<file path="src/rtl/sipo_pkg.sv">
// Shared definitions for the serial-in/parallel-out deserializer: FSM state
// encoding and the bit-counter width helper.
package sipo_pkg;

  typedef enum logic [1:0] {
    IDLE  = 2'b00,
    SHIFT = 2'b01,
    FULL  = 2'b10
  } state_t;

  // Wide enough to hold the values 0..WIDTH.
  function automatic int cnt_width(input int width);
    return $clog2(width) + 1;
  endfunction

endpackage

</file>
<file path="src/rtl/sipo_bit_counter.sv">
// Counts bits accepted in the current frame; flags the last bit position so
// the FSM knows the next accepted bit completes the word.
module sipo_bit_counter
  import sipo_pkg::*;
#(
  parameter int WIDTH = 8
) (
  input  logic                         clk,
  input  logic                         clr,
  input  logic                         present,
  input  logic                         inc,
  input  logic                         clear,
  output logic [cnt_width(WIDTH)-1:0]  cnt,
  output logic                         last
);

  localparam int CW = cnt_width(WIDTH);

  // clear together with inc means the accepted bit opens a fresh frame.
  always_ff @(posedge clk or negedge clr) begin
    if (!clr) begin
      cnt <= '0;
    end else if (!present) begin
      cnt <= '0;
    end else if (clear) begin
      cnt <= inc ? CW'(1) : '0;
    end else if (inc) begin
      cnt <= cnt + CW'(1);
    end
  end

  assign last = (cnt == CW'(WIDTH - 1));

endmodule

</file>
<file path="src/rtl/sipo_deser.sv">
// Serial-in/parallel-out deserializer with a valid/ready word output, a sticky
// overrun flag and the storage-cell style clear/preset control pair.
module sipo_deser
  import sipo_pkg::*;
#(
  parameter int WIDTH     = 8,
  parameter bit MSB_FIRST = 1'b1
) (
  input  logic                         clk,
  input  logic                         clr,
  input  logic                         present,
  input  logic                         d_in,
  input  logic                         d_valid,
  input  logic                         q_ready,
  output logic [WIDTH-1:0]             q_par,
  output logic                         q_valid,
  output logic                         busy,
  output logic [cnt_width(WIDTH)-1:0]  bit_cnt,
  output logic                         overrun
);

  state_t             state;
  state_t             next_state;
  logic [WIDTH-1:0]   sr;
  logic [WIDTH-1:0]   shifted;
  logic               do_shift;
  logic               load;
  logic               set_ovr;
  logic               cnt_inc;
  logic               cnt_clear;
  logic               last;

  if (MSB_FIRST) begin : g_msb_first
    assign shifted = {sr[WIDTH-2:0], d_in};
  end else begin : g_lsb_first
    assign shifted = {d_in, sr[WIDTH-1:1]};
  end

  sipo_bit_counter #(.WIDTH(WIDTH)) u_bit_counter (
    .clk     (clk),
    .clr     (clr),
    .present (present),
    .inc     (cnt_inc),
    .clear   (cnt_clear),
    .cnt     (bit_cnt),
    .last    (last)
  );

  always_comb begin
    next_state = state;
    do_shift   = 1'b0;
    load       = 1'b0;
    set_ovr    = 1'b0;
    cnt_inc    = 1'b0;
    cnt_clear  = 1'b0;
    case (state)
      IDLE: begin
        if (d_valid) begin
          do_shift   = 1'b1;
          cnt_inc    = 1'b1;
          next_state = SHIFT;
        end
      end
      SHIFT: begin
        if (d_valid) begin
          do_shift = 1'b1;
          if (last) begin
            load       = 1'b1;
            cnt_clear  = 1'b1;
            next_state = FULL;
          end else begin
            cnt_inc = 1'b1;
          end
        end
      end
      FULL: begin
        if (q_ready) begin
          if (d_valid) begin
            do_shift   = 1'b1;
            cnt_inc    = 1'b1;
            next_state = SHIFT;
          end else begin
            next_state = IDLE;
          end
        end else if (d_valid) begin
          set_ovr = 1'b1;
        end
      end
      default: next_state = IDLE;
    endcase
  end

  // q_valid and busy are registered copies of the next state, so no output
  // depends combinationally on an input.
  always_ff @(posedge clk or negedge clr) begin
    if (!clr) begin
      state   <= IDLE;
      sr      <= '0;
      q_par   <= '0;
      q_valid <= 1'b0;
      busy    <= 1'b0;
      overrun <= 1'b0;
    end else if (!present) begin
      state   <= IDLE;
      sr      <= '1;
      q_par   <= '1;
      q_valid <= 1'b0;
      busy    <= 1'b0;
      overrun <= 1'b0;
    end else begin
      state   <= next_state;
      q_valid <= (next_state == FULL);
      busy    <= (next_state == SHIFT);
      if (do_shift) sr <= shifted;
      if (load) q_par <= shifted;
      if (set_ovr) overrun <= 1'b1;
    end
  end

endmodule

</file>
<file path="config.mk">
export PLATFORM = sky130hd
export DESIGN_NAME = sipo_deser
export DESIGN_NICKNAME = d
export VERILOG_FILES = /design/src/rtl/sipo_pkg.sv /design/src/rtl/sipo_bit_counter.sv /design/src/rtl/sipo_deser.sv
export SDC_FILE = /design/constraint.sdc
export NUM_CORES = 1
export LEC_CHECK = 0
export CAP_MARGIN = 20
export CORE_MARGIN = 1
export CORE_UTILIZATION = 35
export CTS_CLUSTER_SIZE = 8
export DETAILED_ROUTE_END_ITERATION = 12
export GPL_ROUTABILITY_DRIVEN = 0
export PLACE_DENSITY = 0.64
export SLEW_MARGIN = 20
export SYNTH_ARGS = -nofsm -noshare
export SYNTH_HDL_FRONTEND = slang
export SYNTH_SLANG_ARGS = --single-unit
</file>
<file path="constraint.sdc">
create_clock -name clk -period 2.2 [get_ports clk]
set_input_delay 0.44 -clock clk [delete_from_list [all_inputs] [get_ports clk]]
set_output_delay 0.44 -clock clk [all_outputs]
set_load 0.02 [all_outputs]
</file>
# Yosys cells after proc, flatten, opt, wreduce, memory -nomap -nowiden
# Cells that the tools add are included.
# W data, S select, Z words.
word_totals:
  reg_bits: 24
  in_bits: 6
  elab_cells: 49
classes:
  add_sub_neg: 1
  n_eq_ne: 9
  muxes: 30
  reduce_logical: 2
ops:
  columns: ["op", "n"]
  rows:
  - ["$mux W8", 2]
  - ["$mux W1", 15]
  - ["$mux W7", 2]
  - ["$mux W4", 3]
  - ["$mux W2", 5]
  - ["$ne A2 B1 Y1 const B", 3]
  - ["$pmux W2 S3", 1]
  - ["$add A4 B1 Y4 const B", 1]
  - ["$eq A2 B1 Y1 const B", 2]
  - ["$eq A2 B2 Y1 const B", 2]
  - ["$eq A4 B3 Y1 const B", 1]
  - ["$ne A3 B1 Y1 const B", 1]
  - ["$pmux W1 S3", 1]
  - ["$logic_not A2 Y1", 1]
  - ["$pmux W1 S2", 1]
  - ["$reduce_or A2 Y1", 1]

# Logic depth before layout (Yosys ltp)
logic_depth:
  ltp_word: 7
  mapped_depth: 6
  ltp_nobuf: 5

# Cells and area by module
# From an unflattened synthesis, not the netlist that was laid out.
hier_totals:
  cells_unflattened: 95
  area_unflattened_um2: 1033.5
modules_own_cells:
  columns: ["mod", "n_inst", "cells_each", "area_per_inst_um2", "seq_area_each_um2"]
  rows:
  - ["sipo_deser", 1, 76, 830.8, 500.5]
  - ["sipo_bit_counter", 1, 19, 202.7, 100.1]

# Least setup slack after synthesis
# Ideal clock, no wire load.
synth_timing:
  path_type: "reg2reg"
  from: "register u_bit_counter.cnt[0]"
  to: "register u_bit_counter.cnt[3]"
  arrival_time_ps: 1684
  slack_ps: 438
  path_stages_with_launch: 6
  path_buffers: 0
  path_cell_list: "dfrtp_1 > ha_1 > and4b_1 > and3b_4 > or4_1 > a21boi_1"
synth_via:
  elab_chain_len: 6
  elab_cells_between_ends: 12
  cone_classes: "add/sub (1); eq/ne (2); mux (9)"
synth_lines:
  columns: ["element", "line", "text"]
  rows:
  - ["start: declaration", "sipo_bit_counter.sv:13", "output logic [cnt_width(WIDTH)-1:0] cnt,"]
  - ["start signal: assignment", "sipo_bit_counter.sv:26", "cnt <= inc ? CW'(1) : '0;"]
  - ["start signal: assignment", "sipo_bit_counter.sv:28", "cnt <= cnt + CW'(1);"]
  - ["parallel branches: the longest is 6 deep, another holds $eq A4 B3 Y1", null, null]
# Several ways; the timed one is not identified. The select of a mux whose other input is x is not followed.
# A chain may end at the register's enable or synchronous reset.

# Worst setup path after layout
layout_timing:
  from: "register u_bit_counter.cnt[2]"
  to: "output bit_cnt[2]"
layout_lines:
  columns: ["element", "line", "text"]
  rows:
  - ["end: declaration", "sipo_deser.sv:18", "output logic [cnt_width(WIDTH)-1:0] bit_cnt,"]
# No word-level cell between the ends.

==> metrics <==
run status=finished, final reports clean; vias in the first global route=690; dominant cells by area after synthesis=dfrtp_1 58%, mux2i_1 16%, nand2_1 6.5%; total track usage=13.2%; Initial Utilization=37.5%; initial antenna violation count=0; # H-tree levels=1; Post-CTS Hold Buffers=0; FFs w/ async S/R, synth=between 90% and 100%; Final Hold Viols=0; # diodes=0; post_cts resized=0; Worst Path Arrival=about 1.4 ns; Final setup viols=0; CTS tree=done; DR vias/cell=~5.0; nets=122; EDFF count, synth=0; crit-path max FO=6; most frequent cell after synthesis=dfrtp_1; sum of negative setup slack=0 ns; clock root buffer=clkbuf_4; synthesis-stage register bit count=24; Period minus WS final=approximately 1.8 ns; wire per inst=approximately 13 µm; register area=around 600 µm²; Worst Path Required=around 1.8 ns; routed vias=~730; Slowest-stage cell, CP=clkdlybuf4s50_1; Synth Instances=88; area growth from synthesis to layout=30.6%; pwr dens=620 nW/µm²; max-cap violations=0; placed wire-length estimate=about 1300 µm; CP bufs+invs=1; Max Transition Viols Final=0; slowest cell delay on critical path=~0.63 ns; number of CTS-inserted buffers=3; die area=3200 µm²; row count=19; Yosys top cell by area=dfrtp_1; Worst-Margin Slew=between 0.3 and 0.4 ns; top_reg_cell synth=dfrtp_1; Synth top area share=between 50% and 60%; CP Capture Type=output port; DR pass1 iterations=5; Ports=21; syn_nets=95; placed cells=141; VDD IR-drop max=between 0.7 and 0.8 mV; critical setup path kind=flop to output port; family with the most delay on the worst path=buffers and inverters; routed wire length=around 2000 µm; number of distinct library cells after synthesis=24; FMAX=~0.55 GHz; Clock Pin Slew Worst Setup and Hold Paths=0.13 ns; Yosys warnings=0; initial drt markers=8; CTS Buffer Depth=2; CP Cell Sequence=clkdlybuf4s50_1; first-pass GRT wire length=between 3000 and 4000 µm; final antenna-violating net count=0; Max Clock Skew=0.00277 ns; Final period util=slightly above 80%; largest net degree at the start of global routing=25; share of layout cells above drive strength 1=between 10% and 20%; RSZ-0062 raised after global routing=false; Overflow after GRT=0; post-synthesis sequential area ratio=between 50 and 60%; Multi-input gate area=roughly 420 µm²; die height=between 50 and 60 µm; DRC Markers=0; Leak=between 0.5 and 0.6 nW; HP Class=primary input to asynchronous set/reset pin; I/O Buffers=20; Synth Cell Area=between 1000 and 1500 µm²; post-CTS setup buffers=0; Rel. slew slack=between 70% and 80%; Fill cells=between 200 and 250; startpoint types=flop; clk_lat worst skew=0.32 ns; syn_area_per_cell=around 12 µm²; die width=~57 µm; Core ar.=between 2000 and 3000 µm²; top post-synthesis cells by count=24 x dfrtp_1, 18 x nand2_1, 17 x mux2i_1; count of non-filler cells in the finished layout=around 150; CTS Sinks=24
-- through the flow --
step / total power, W / hold WS, ns / util, % / setup slack (ns) / cell area (µm²)
after global placement: 0.000536 / 0.473 / 47.1 / 0.214 / 1310
after global routing: 0.000879 / 0.463 / 48.9 / 0.319 / 1360
final: 0.000844 / 0.456 / 48.9 / 0.377 / 1360
after floorplan: 0.000496 / 0.144 / - / 0.438 / 1040
after detailed placement: 0.000537 / 0.486 / 47.1 / 0.202 / 1310
after CTS: 0.000859 / 0.459 / 48.9 / 0.355 / 1360
-- flip-flops by register name, indices dropped and copies added, names as in the netlist --
| register | count |
|---|---|
| busy | 1 |
| overrun | 1 |
| q_par | 8 |
| q_valid | 1 |
| sr | 7 |
| state | 2 |
| u_bit_counter.cnt | 4 |
-- cell families (layout without fill, tap and decap cells) --
kind of cell / Yosys count / in the layout / share of synthesized area [%]
and+or+nand+nor: 33 / 33 / 16.9
buffers and inverters: 4 / 30 / 1.68
adders and majority gates: 1 / 1 / 1.20
DFF: 24 / 24 / 57.6
muxes: 17 / 17 / 16.3
AOI/OAI and AO/OA: 9 / 9 / 6.24
-- path summary, 6_finish.rpt --
path                       cells after the start                          endpoint                              from  slack (ns)
max in group asynchronous                      2  u_bit_counter.cnt[0]$_DFFE_PN0P_                               clr        1.51
max reg2reg                                    5  u_bit_counter.cnt[3]$_DFFE_PN0P_  u_bit_counter.cnt[0]$_DFFE_PN0P_        0.41
max                                            1                        bit_cnt[2]  u_bit_counter.cnt[2]$_DFFE_PN0P_        0.38
min in group clk                               1               overrun$_DFFE_PN0P_               overrun$_DFFE_PN0P_        0.51
min reg2reg                                    1               overrun$_DFFE_PN0P_               overrun$_DFFE_PN0P_        0.51
min                                            2               overrun$_DFFE_PN0P_                               clr        0.46
-- per-layer routing --
layer	part of all wire, %	wire, µm	up-vias	global-route usage (%)
met5	0	0	-	0
met4	0.92	18	0	3.14
met3	5.8	114	2	5.07
met2	44	851	25	19.8
met1	50	966	336	18.1
li1	-	-	362	-
-- layout by cell type, fill, tap and decap left out, types with 2 or more instances in the layout --
master and instances:
a21boi_0 2, buf_4 6, clkbuf_4 3, clkdlybuf4s50_1 20
dfrtp_1 24, mux2i_1 17, nand2_1 18, nor3b_1 2
o21a_1 5
-- where the power goes --
| group | switching (W) | internal [W] | leakage, nW |
|---|---|---|---|
| Combinational | 0.0000353 | 0.0000345 | 0.258 |
| Clock | 0.000133 | 0.000184 | 0.0279 |
| Sequential | 0.00000801 | 0.000449 | 0.255 |
| Total | 0.000176 | 0.000668 | 0.541 |
-- final cells by class --
type	instances	area share, %
Tap cell	31	2.85
Sequential cell	24	44.1
Timing Repair Buffer	26	18.0
Clock buffer	3	1.65
Multi-Input combinational cell	60	31.2
Clock inverter	1	2.21
(Power assumes the default switching activity.)
